<file path="config.mk">
export PLATFORM = sky130hd
export DESIGN_NAME = log_reader
export DESIGN_NICKNAME = d
export VERILOG_FILES = /design/src/rtl/log_reader.sv
export SDC_FILE = /design/constraint.sdc
export NUM_CORES = 1
export LEC_CHECK = 0
export ABC_AREA = 1
export ABC_CLOCK_PERIOD_IN_PS = 4000
export CAP_MARGIN = 10
export CORE_MARGIN = 3
export CORE_UTILIZATION = 53
export DETAILED_ROUTE_END_ITERATION = 8
export HOLD_SLACK_MARGIN = 0.1
export PLACE_DENSITY = 0.8
export RECOVER_POWER = 50
export SYNTH_ARGS = -nofsm -noshare
export SYNTH_HDL_FRONTEND = slang
export SYNTH_SLANG_ARGS = --single-unit
export TNS_END_PERCENT = 1
</file>
<file path="constraint.sdc">
create_clock -name clock -period 4 [get_ports clock]
set_input_delay 0.8 -clock clock [delete_from_list [all_inputs] [get_ports clock]]
set_output_delay 0.8 -clock clock [all_outputs]
set_load 0.1 [all_outputs]
</file>
<file path="src/rtl/log_reader.sv">
// log_reader: sweeps the FIR capture BRAM from address 0 and streams each 13-bit sample out on valid/ready
//
// Ports
//   clock        system clock, rising edge
//   i_reset      synchronous active-high reset; aborts a sweep without o_done
//   i_start      1-cycle pulse starting a sweep, ignored unless idle
//   i_length     samples to read, latched on an accepted start; 0 (or >= 2**NB_ADDR) reads 2**NB_ADDR
//   o_ram_addr   BRAM read address
//   o_ram_rd_en  BRAM read enable; data is on i_ram_data the following cycle
//   i_ram_data   BRAM read data; only the low NB_SAMPLE bits are used
//   o_data       output sample, held while o_valid waits for i_ready
//   o_valid      o_data valid
//   i_ready      downstream accepts; a transfer is o_valid & i_ready
//   o_busy       sweep in progress
//   o_done       1-cycle pulse the cycle after the final transfer
//   o_peak       largest |sample| of the sweep (present only when LOG_PEAK_EN is defined)
//
// Build option: define LOG_PEAK_EN to add o_peak and its tracking logic.
module log_reader #(
  parameter int NB_ADDR   = 11,
  parameter int NB_RAM    = 32,
  parameter int NB_SAMPLE = 13
) (
  input  logic                 clock,
  input  logic                 i_reset,
  input  logic                 i_start,
  input  logic [NB_ADDR:0]     i_length,
  output logic [NB_ADDR-1:0]   o_ram_addr,
  output logic                 o_ram_rd_en,
  input  logic [NB_RAM-1:0]    i_ram_data,
  output logic [NB_SAMPLE-1:0] o_data,
  output logic                 o_valid,
  input  logic                 i_ready,
  output logic                 o_busy,
  output logic                 o_done
`ifdef LOG_PEAK_EN
  ,
  output logic [NB_SAMPLE-1:0] o_peak
`endif
);
  typedef enum logic [1:0] {IDLE, READ, DRAIN, DONE} state_t;
  localparam logic [NB_ADDR:0] ONE = {{NB_ADDR{1'b0}}, 1'b1};
  localparam logic [NB_ADDR:0] TOP = {1'b1, {NB_ADDR{1'b0}}};
  state_t state;
  logic [NB_ADDR:0] len, rd_cnt, xf_cnt;
  logic [NB_SAMPLE-1:0] buf1, smp;
  logic [1:0] cnt;
  logic [2:0] occ;
  logic pend, pop, unused_ram_bits;
  assign smp = i_ram_data[NB_SAMPLE-1:0];
  assign unused_ram_bits = ^i_ram_data[NB_RAM-1:NB_SAMPLE];
  assign o_valid = cnt != 2'd0;
  assign pop = o_valid & i_ready;
  // Occupancy counts this cycle's pop as already gone so a steady stream
  // sustains one read per cycle while a stall still caps the buffer at two.
  assign occ = {1'b0, cnt} + {2'b0, pend} - {2'b0, pop};
  assign o_ram_rd_en = state == READ && occ < 3'd2;
  always_ff @(posedge clock) begin
    if (i_reset) begin
      state      <= IDLE;
      len        <= '0;
      rd_cnt     <= '0;
      xf_cnt     <= '0;
      o_ram_addr <= '0;
      o_data     <= '0;
      buf1       <= '0;
      cnt        <= '0;
      pend       <= 1'b0;
      o_busy     <= 1'b0;
      o_done     <= 1'b0;
    end else begin
      pend   <= o_ram_rd_en;
      o_done <= 1'b0;
      // o_data is the FIFO head; buf1 is the skid slot behind it.
      if (pop)
        o_data <= cnt == 2'd2 ? buf1 : smp;
      else if (pend && cnt == 2'd0)
        o_data <= smp;
      if (pend && (cnt == 2'd2 || (cnt == 2'd1 && !pop)))
        buf1 <= smp;
      cnt <= cnt + {1'b0, pend} - {1'b0, pop};
      if (pop)
        xf_cnt <= xf_cnt + ONE;
      case (state)
        IDLE: if (i_start) begin
          len        <= (i_length == '0 || i_length[NB_ADDR]) ? TOP : i_length;
          rd_cnt     <= '0;
          xf_cnt     <= '0;
          o_ram_addr <= '0;
          o_busy     <= 1'b1;
          state      <= READ;
        end
        READ: if (o_ram_rd_en) begin
          rd_cnt <= rd_cnt + ONE;
          // The final address is left in place so a full sweep never wraps to 0.
          if (rd_cnt + ONE == len)
            state <= DRAIN;
          else
            o_ram_addr <= o_ram_addr + 1'b1;
        end
        DRAIN: if (pop && xf_cnt + ONE == len) begin
          o_busy <= 1'b0;
          o_done <= 1'b1;
          state  <= DONE;
        end
        DONE: state <= IDLE;
        default: state <= IDLE;
      endcase
    end
  end
`ifdef LOG_PEAK_EN
  logic [NB_SAMPLE-1:0] mag;
  // Unsigned magnitude: the most negative sample maps to 2**(NB_SAMPLE-1), which still fits.
  assign mag = o_data[NB_SAMPLE-1] ? -o_data : o_data;
  always_ff @(posedge clock) begin
    if (i_reset)
      o_peak <= '0;
    else if (state == IDLE && i_start)
      o_peak <= '0;
    else if (pop && mag > o_peak)
      o_peak <= mag;
  end
`endif
endmodule

</file>
==> impl_results.md, run 1 <==
* Status: complete, no violations
* TritonCTS Buffers at 9
* Overall power at around 3.8 mW
* Post-route ant nets at 0
* Drt pass-1 iters at 5
* Clock transition at path regs at 0.07 ns
* Worst EP arrival at 2.95 ns
* Yosys warns at 0
* Worst hold path type: reg -> reg
* DRC Markers at 0
* Synth Area in Simple Gates at approximately a third
* Row cnt at 32
* # diodes at 0
* Mean routed wirelength per cell at 12.9 microns
* Initial antenna violation count at 0
* Synth top area share at between 30% and 40%
* Post-Syn Area at about 0.0043 sq mm
* CP Launch Type: input pin
* Critical path required time at approximately 3.2 ns
* Mux share of post-synthesis cell area at 0%
* # setup viols final at 0
* Synth area leaders: dfxtp_1 37%, nand2_1 12%, inv_1 7.7%
* Setup TNS at 0 ns
* DRT iter0 DRCs at 224
* Core occupancy in the finished layout at 66.5%
* Post-synthesis sequential area ratio at 37.1%
* Pint at around 1.9 mW
* Total number of vias at roughly 4400
* XOR/XNOR Fraction of Synth Area at 1.22%
* Sequential power share at 29.3%
* Yosys top cell by area: dfxtp_1
* Net count after synthesis at 717
* Clock Path Buffers at 2
* Share of post-route cells with drive strength above 1 at 5.98%
* GPL Wtd Cong at around 0.9
* Final layout net count at between 700 and 800
* Worst VDD drop at 629 uV
* DIE HEIGHT at 96.2 microns
* Multi-input gate area at 0.00229 sq mm
* CTS sink cnt at 80
* Skew-Pair Late Insertion Delay at ~0.35 ns
* DIE WIDTH at 96.2 microns
* Largest net degree at the start of global routing at 38
* Max Cap Violations at 0
* Sw Ratio at 51.4%
* Top-Level Pins at 76
* Slew Viols, Final at 0
* Core area at slightly below 0.008 sq mm
* Post-layout min period at 3.75 ns
* Post-Synth Adder-Cell Area at 2.79%
* Commonest non-fill, non-tap cells in the layout: 138 x nand2_1, 88 x inv_1, 80 x dfxtp_1
* Post-DP HPWL at between 7000 and 8000 microns
* TritonCTS clock tree: done
* Fin crit share at a little over nine tenths
* Starting Density at 55.2%
* Cell variety after synth at 36
* Gate Count Post-Synth at 660
* Clk_skew at 0.00609 ns
* I/O Buffers at 56
* RSZ-0062 raised after global routing: false
* H-tree levels at 3
* Critical path type: in -> out
* Ys flop type: dfxtp_1
* Leading cell type in the layout, fill and taps excluded: nand2_1
* First-pass GRT wire length at 17800 microns
* Die ar. at 0.00926 sq mm
* Least-Margin Pin Slew at 1.33 ns
* Vias in the first global route at 4078
* Async set-or-reset flop fraction in the synthesized netlist at 0%
* Leak pwr at 2.20 nW
* Filler cells at 722
* CTS root buf: clkbuf_8
* Clock power share at between 10% and 20%
* Worst setup EP type: output port
* Reg area at 0.00160 sq mm
* Power Density at 737 mW/mm^2
* Post-CTS Resized at 0
* Via density per instance at 5.33
* Worst Hold Margin at approximately 0.48 ns
* Top fanout value on the critical path at 2
* Max Clock Freq at 0.267 GHz
* Hold Vio Cnt, Final at 0
* Post-CTS Setup Inserts at 0
* CTS Hold Buffers Added at 0
* GRT Util Overall at around a quarter
* Global route total overflow at 0
* Largest family of logic cells by synthesized area: simple AND/OR/NAND/NOR gates
* Post-synth EDFFs at 0
* Combinational share of power at a little over half
* Rel. slew slack at 11.1%
* Synth Area in Compound Gates at 16.3%
* Final wirelength at 10600 microns
* Count of state elements after synthesis at 80
* Net Sw Power at 1.97 mW
* Layout area overhead at 20.3%
* Post-Syn Area per Cell at 6.53 sq um
[registers in the layout (all words and copies together) (netlist names)]
name / cells
o_ram_addr: 11
o_done: 1
buf1: 13
o_busy: 1
o_data: 13
pend: 1
rd_cnt: 12
cnt: 2
state: 2
xf_cnt: 12
len: 12
[per-layer routing]
metal	track usage (%)	vias to the layer above	part of all wire, %
met3	5.16	14	6.3
met1	29.6	1998	43
met4	8.89	0	1.4
met5	0	-	0
met2	41.5	109	49
li1	-	2251	-
[critical path: stages]
cell	delay [ns]
clkdlybuf4s50_1	0.47
inv_1	0.06
nor2_1	0.13
ha_1	0.25
inv_1	0.05
ha_1	0.15
fa_1	0.41
inv_1	0.08
nand2_1	0.05
nor2_1	0.07
inv_1	0.09
nor2_4	0.14
buf_12	0.19
[final timing paths]
check | from | to | slack [ns] | cells after the start
worst max-delay path | i_ready | o_ram_rd_en | 0.25 | 13
worst min-delay path | o_busy | o_busy | 0.48 | 2
worst max register to register | cnt[1] | o_ram_addr[2] | 0.98 | 18
worst min register to register | o_busy | o_busy | 0.48 | 2
[cell usage after synthesis (2+ instances only)]
cell type,number
dfxtp_1,80
nor2_4,3
inv_1,88
nand3b_1,3
nor2_2,4
nand2_2,8
nor2_1,77
nor3_1,4
buf_1,2
nor4_1,2
nor3b_1,2
inv_2,3
nand3_2,2
ha_1,8
o21ai_0,60
a32o_1,2
clkbuf_1,15
xnor2_1,2
nand4_1,10
xor2_1,4
a21oi_1,57
o21ai_1,10
nand3_1,62
o211ai_1,3
nand2_1,138
[area by class of cell]
class | count | area share [%]
multi-input cells | 469 | 44.2
flip-flops and latches | 80 | 30.9
repair buffers | 63 | 11.8
inverters | 91 | 6.58
clock buffers | 11 | 2.53
well taps | 102 | 2.46
clock inverters | 5 | 1.57
[power groups by stage]
stage / logic (mW) / registers (mW) / clock network, mW
2_1_floorplan: 0.876 / 1.85 / 0
3_3_place_gp: 2.03 / 1.13 / 0
3_5_place_dp: 2.07 / 1.13 / 0
4_1_cts: 2.08 / 1.12 / 0.656
5_1_grt: 2.23 / 1.15 / 0.685
6_report: 2.06 / 1.12 / 0.643
[per-stage QoR]
| step | worst slack (ns) | instance area [sq um] | std cells |
|---|---|---|---|
| 2_1_floorplan | 0.220 | 4320 | 660 |
| 3_3_place_gp | 0.226 | 4990 | 805 |
| 3_5_place_dp | 0.207 | 4990 | 805 |
| 4_1_cts | 0.250 | 5200 | 821 |
| 5_1_grt | 0.0903 | 5190 | 821 |
| 6_report | 0.252 | 5190 | 821 |
[cell families (layout without fill, tap and decap cells)]
logic type               count (synthesis)  in the layout
AND/OR/NAND/NOR                        319            319
adder cells (fa/ha/maj)                  9              9
flip-flops                              80             80
XOR/XNOR                                 6              6
buffers and inverters                  111            170
AO/OA/AOI/OAI                          135            135
Power figures use the tool's default switching activity.
==> inputs of run 2 (changes only) <==
CORE_UTILIZATION = 40   (was 53)
PLACE_DENSITY = default   (was 0.8)
==> impl_results.md, run 2 (synthesized netlist as in run 1, its figures left out) <==
* Largest net degree at the start of global routing at 31
* Mean routed wirelength per cell at 13.1 microns
* Initial antenna violation count at 1
* CP Launch Type: input pin
* Status: complete, no violations
* Rel. slew slack at 30.7%
* CTS Hold Buffers Added at 0
* Hold Vio Cnt, Final at 0
* Commonest non-fill, non-tap cells in the layout: 138 x nand2_1, 88 x inv_1, 80 x dfxtp_1
* Final wirelength at 11200 microns
* Crit path capture: o_ram_rd_en
* Share of post-route cells with drive strength above 1 at 6.54%
* Post-CTS Resized at 0
* Fin crit share at 95.9%
* Critical path depth at 13
* Post-DP HPWL at roughly 8200 microns
* Power Density at 732 mW/mm^2
* Leading cell type in the layout, fill and taps excluded: nand2_1
* DIE WIDTH at 110 microns
* Worst setup EP type: output port
* Max Clock Freq at about 0.26 GHz
* Most numerous cell on the critical path: inv_1
* CTS sink cnt at 80
* TritonCTS Buffers at 9
* Final layout net count at roughly 770
* CP cell instances: clkdlybuf4s50_1 -> inv_1 -> nor2_2 -> ha_1 -> inv_1 -> ha_1 -> fa_1 -> inv_1 -> nand2_1 -> nor2_1 -> inv_1 -> nor2_4 -> buf_12
* TritonCTS clock tree: done
* Critical path buffer and inverter count at 6
* Least-Margin Pin Slew at 1.04 ns
* Biggest regs: buf1 (13), o_data (13)
* CTS root buf: clkbuf_8
* Layout area overhead at 21.5%
* Crit path largest cell delay at just under 0.5 ns
* Skew-Pair Late Insertion Delay at 0.36 ns
* Combinational share of power at 53.9%
* R2R Path End: o_ram_addr[2]
* Vias in the first global route at 4180
* Slew Viols, Final at 0
* Post-CTS Setup Inserts at 0
* DRC Markers at 0
* Clock power share at between 15 and 20%
* CP max-delay cell: clkdlybuf4s50_1
* Critical path required time at between 3 and 4 ns
* H-tree levels at 3
* Total number of vias at about 4400
* Net Sw Power at 2.01 mW
* First-pass GRT wire length at 18700 microns
* Worst R2R Start: cnt[1]
* Post-route ant nets at 0
* GPL Wtd Cong at just under 0.9
* Top fanout value on the critical path at 2
* Clk_skew at ~0.011 ns
* Global route total overflow at 0
* Max Cap Violations at 0
* Critical path type: in -> out
* Worst hold path type: reg -> reg
* Clock Path Buffers at 2
* GRT Util Overall at between 10% and 20%
* Top-Level Pins at 76
* Setup TNS at 0 ns
* Sw Ratio at between 50% and 60%
* Starting Density at 41.4%
* Critical path origin: i_ready
* Core area at 0.0104 sq mm
* DRT iter0 DRCs at 194
* Reg2Reg Setup Slack at slightly below 0.9 ns
* Drt pass-1 iters at 5
* Reg2Reg Depth at 18
* Worst EP arrival at about 3.0 ns
* Clock transition at path regs at 0.09 ns
* Row cnt at 37
* # diodes at 0
* Filler cells at 1044
* Die ar. at 0.0121 sq mm
* Worst VDD drop at 599 uV
* Core occupancy in the finished layout at 50.3%
* Via density per instance at ~5.1
* Sequential power share at 29.1%
* # setup viols final at 0
* RSZ-0062 raised after global routing: false
* Pint at 1.83 mW
* Crit path max-delay family: buffers and inverters
* Leak pwr at 2.21 nW
* I/O Buffers at 56
* DIE HEIGHT at roughly 110 microns
* Post-layout min period at approximately 3.8 ns
run 2: stage by stage:
step	instance area, sq um	setup slack [ns]	hold WS (ns)	std cells	power, mW
finish	5240	0.162	0.470	855	3.84
global route	5240	0.00815	0.508	855	4.10
global placement	5030	0.168	0.451	839	3.18
floorplan	4320	0.220	0.448	660	2.73
CTS	5250	0.153	0.479	855	3.87
detailed placement	5030	0.0954	0.456	839	3.21
run 2: how the worst min path moves through the flow:
stage	start	endpoint	slack (ns)	cells after the start
6_report	o_busy	o_busy	0.47	2
3_5_place_dp	o_busy	o_busy	0.46	2
5_1_grt	o_busy	o_busy	0.51	2
3_3_place_gp	o_busy	o_busy	0.45	2
2_1_floorplan	buf1[2]	o_data[2]	0.45	2
4_1_cts	o_busy	o_busy	0.48	2
run 2: routing by layer:
| metal | GRT usage, % | share of wire (%) |
|---|---|---|
| met5 | 0 | 0.13 |
| met1 | 24.0 | 47 |
| met2 | 32.5 | 46 |
| met3 | 5.28 | 5.8 |
| met4 | 6.06 | 1.7 |
run 2: final cells by class:
cell class / count / area (sq um) / share of cell area [%]
Clock inverter: 6 / 75.1 / 1.43
Tap cell: 136 / 170 / 3.25
Clock buffer: 10 / 138 / 2.63
Inverter: 91 / 342 / 6.52
Timing Repair Buffer: 63 / 616 / 11.8
Multi-Input combinational cell: 469 / 2300 / 43.8
Sequential cell: 80 / 1600 / 30.6
run 2: worst min-delay path: stages, from the launching register on:
cell and delay, ns:
dfxtp_1 0.32, nand2_1 0.06, a21oi_1 0.05
run 2: power groups by stage:
stage                     registers, mW  logic [mW]  clock network, mW
after global placement             1.13        2.05                  0
after global routing               1.14        2.26              0.701
final                              1.12        2.07              0.652
after CTS                          1.12        2.08              0.675
after detailed placement           1.13        2.07                  0
after floorplan                    1.85       0.876                  0
==> inputs of run 3 (changes only) <==
ABC_AREA = default   (was 1)
CORE_ASPECT_RATIO = 1.75   (was default)
CTS_CLUSTER_DIAMETER = 60   (was default)
==> impl_results.md, run 3 <==
* Total number of vias at 3913
* DP Worst Slack at 0.263 ns
* Final wirelength at 10700 microns
* Max Clock Freq at around 0.27 GHz
* CTS sink cnt at 80
* GRT Util Overall at 18.7%
* CP Launch Type: input pin
* RSZ-0062 raised after global routing: false
* DIE WIDTH at 83.6 microns
* Vias in the first global route at about 3900
* # setup viols final at 0
* Finished Layout Cells at a little under 700
* Biggest regs: buf1 (13), o_data (13)
* Largest net degree at the start of global routing at 46
* Drt pass-1 iters at 4
* CTS Hold Buffers Added at 0
* Crit path largest cell delay at 0.44 ns
* Filler cells at around 1000
* Row cnt at 49
* Post-route ant nets at 0
* Skew-Pair Late Insertion Delay at 0.33 ns
* Setup TNS at 0 ns
* Ys flop type: dfxtp_1
* Leading cell type in the layout, fill and taps excluded: dfxtp_1
* Core occupancy in the finished layout at 50.0%
* Layout area overhead at 22.2%
* Die ar. at ~0.012 sq mm
* Mean routed wirelength per cell at 15.4 microns
* H-tree levels at 3
* Synth area leaders: dfxtp_1 38%, nor2_1 5.2%, xnor2_1 4.8%
* DRT iter0 DRCs at 132
* TritonCTS clock tree: done
* Via density per instance at between 5 and 6
* Post-Syn Area per Cell at 8.20 sq um
* Post-Syn Area at 0.00421 sq mm
* DP Area at ~0.0049 sq mm
* Fin crit share at between 90% and 100%
* Worst EP arrival at 2.90 ns
* Critical path depth at 11
* Status: complete, no violations
* Post-CTS Resized at 0
* Critical path required time at 3.20 ns
* Overall power at between 3 and 4 mW
* Clock transition at path regs at 0.06 ns
* Commonest non-fill, non-tap cells in the layout: 80 x dfxtp_1, 57 x nor2_1, 51 x clkdlybuf4s50_1
* Critical path type: in -> out
* Top fanout value on the critical path at 4
* Hold Vio Cnt, Final at 0
* First-pass GRT wire length at 18200 microns
* I/O Buffers at 56
* Final layout net count at roughly 620
* Count of state elements after synthesis at 80
* CP max-delay cell: fa_1
* Final worst setup slack at 0.302 ns
* Post-DP HPWL at 7970 microns
* Gate Count Post-Synth at 514
* Clock Path Buffers at 2
* Reg2Reg Depth at 13
* Crit path max-delay family: adder cells
* Reg2Reg Setup Slack at 0.83 ns
* Cell with the most instances after synthesis: dfxtp_1
* Post-route cell area at 0.00515 sq mm
* Top-Level Pins at 76
* Synth top area share at 38.0%
* Max Cap Violations at 0
* Reg area at 0.00160 sq mm
* Cell variety after synth at 54
* Clk_skew at 0.00659 ns
* Slew Viols, Final at 0
* Rel. slew slack at 26.6%
* DIE HEIGHT at roughly 140 microns
* Worst setup EP type: output port
* Commonest cells in the netlist: 80 x dfxtp_1, 58 x nor2_1, 46 x nand2_1
* TritonCTS Buffers at 9
* Post-CTS Setup Inserts at 0
* # diodes at 0
* Power Density at 678 mW/mm^2
* Initial antenna violation count at 0
* Core area at 0.0103 sq mm
* Post-synthesis sequential area ratio at 38.0%
* Yosys warns at 0
* GPL Wtd Cong at about 0.85
* Global route total overflow at 0
* Worst hold path type: reg -> reg
* Dpl cells at 678
* Yosys top cell by area: dfxtp_1
* Least-Margin Pin Slew at 1.10 ns
* Starting Density at 40.9%
* Share of post-route cells with drive strength above 1 at 6.01%
* Leak pwr at 1.94 nW
* Worst Hold Margin at between 0.4 and 0.5 ns
* DRC Markers at 0
* Net count after synthesis at 571
* Hold depth at 2
* Post-synth EDFFs at 0
* CTS root buf: clkbuf_16
* Multi-input gate area at between 0.002 and 0.0025 sq mm
* CP cell instances: clkdlybuf4s50_1 -> nand2_1 -> inv_1 -> ha_1 -> inv_1 -> ha_1 -> fa_1 -> nand2b_1 -> buf_4 -> nor2_4 -> buf_12
* Post-layout min period at between 3 and 4 ns
* Worst VDD drop at 499 uV
* Async set-or-reset flop fraction in the synthesized netlist at 0%
* Critical path buffer and inverter count at 5
run 3: cell types whose count changed in the layout (fill, tap and decap cells not counted), moves of 19 or more:
cell	change
nor2_1	-19
o21ai_0	-35
a21oi_1	-31
nand2_1	-92
inv_1	-75
xnor2_1	+21
nand3_1	-28
run 3: worst register-to-register path: stages (launching register included):
cell      delay [ns]
dfxtp_1         0.34
or2_2           0.34
nand2_1         0.10
inv_1           0.05
ha_1            0.26
inv_1           0.04
ha_1            0.18
fa_1            0.44
nand2b_1        0.17
a21oi_1         0.19
nand2_1         0.11
buf_4           0.22
or4_1           0.50
a31oi_1         0.16
run 3: logic make-up (layout without fill, tap and decap cells):
logic type      after synthesis  count (layout)  synth area share [%]
simple gates                218             218                  25.5
compound gates              106             106                  16.8
flops                        80              80                  38.0
buf+inv                      45              97                  4.72
xor+xnor                     40              40                  8.31
mux                          16              16                  3.80
fa+ha+maj                     9               9                  2.85
run 3: worst paths after layout:
| path | start | to |
|---|---|---|
| hold / removal | rd_cnt[1] | rd_cnt[1] |
| setup reg to reg | cnt[1] | o_ram_addr[10] |
| hold reg to reg | rd_cnt[1] | rd_cnt[1] |
| setup / recovery | i_ready | o_ram_rd_en |
run 3: final cells by class:
type	count	area share (%)
clock inverter	5	0.656
tap	127	3.08
clock buffer	10	4.64
multi-input combinational	389	47.0
inverter	13	0.947
sequential	80	31.1
timing repair buffer	69	12.6
run 3: where the power goes:
part           total, mW  switching, mW  internal (mW)
clock              0.755          0.323          0.432
sequential         0.999         0.0859          0.913
combinational       1.74           1.21          0.522
run 3: layer usage:
metal / global-route usage [%] / part of all wire, % / vias to the layer above
li1: - / - / 1939
met1: 19.2 / 39 / 1854
met2: 35.0 / 54 / 96
met3: 3.60 / 3.3 / 24
met4: 10.5 / 3.8 / 0
met5: 0 / 0 / -
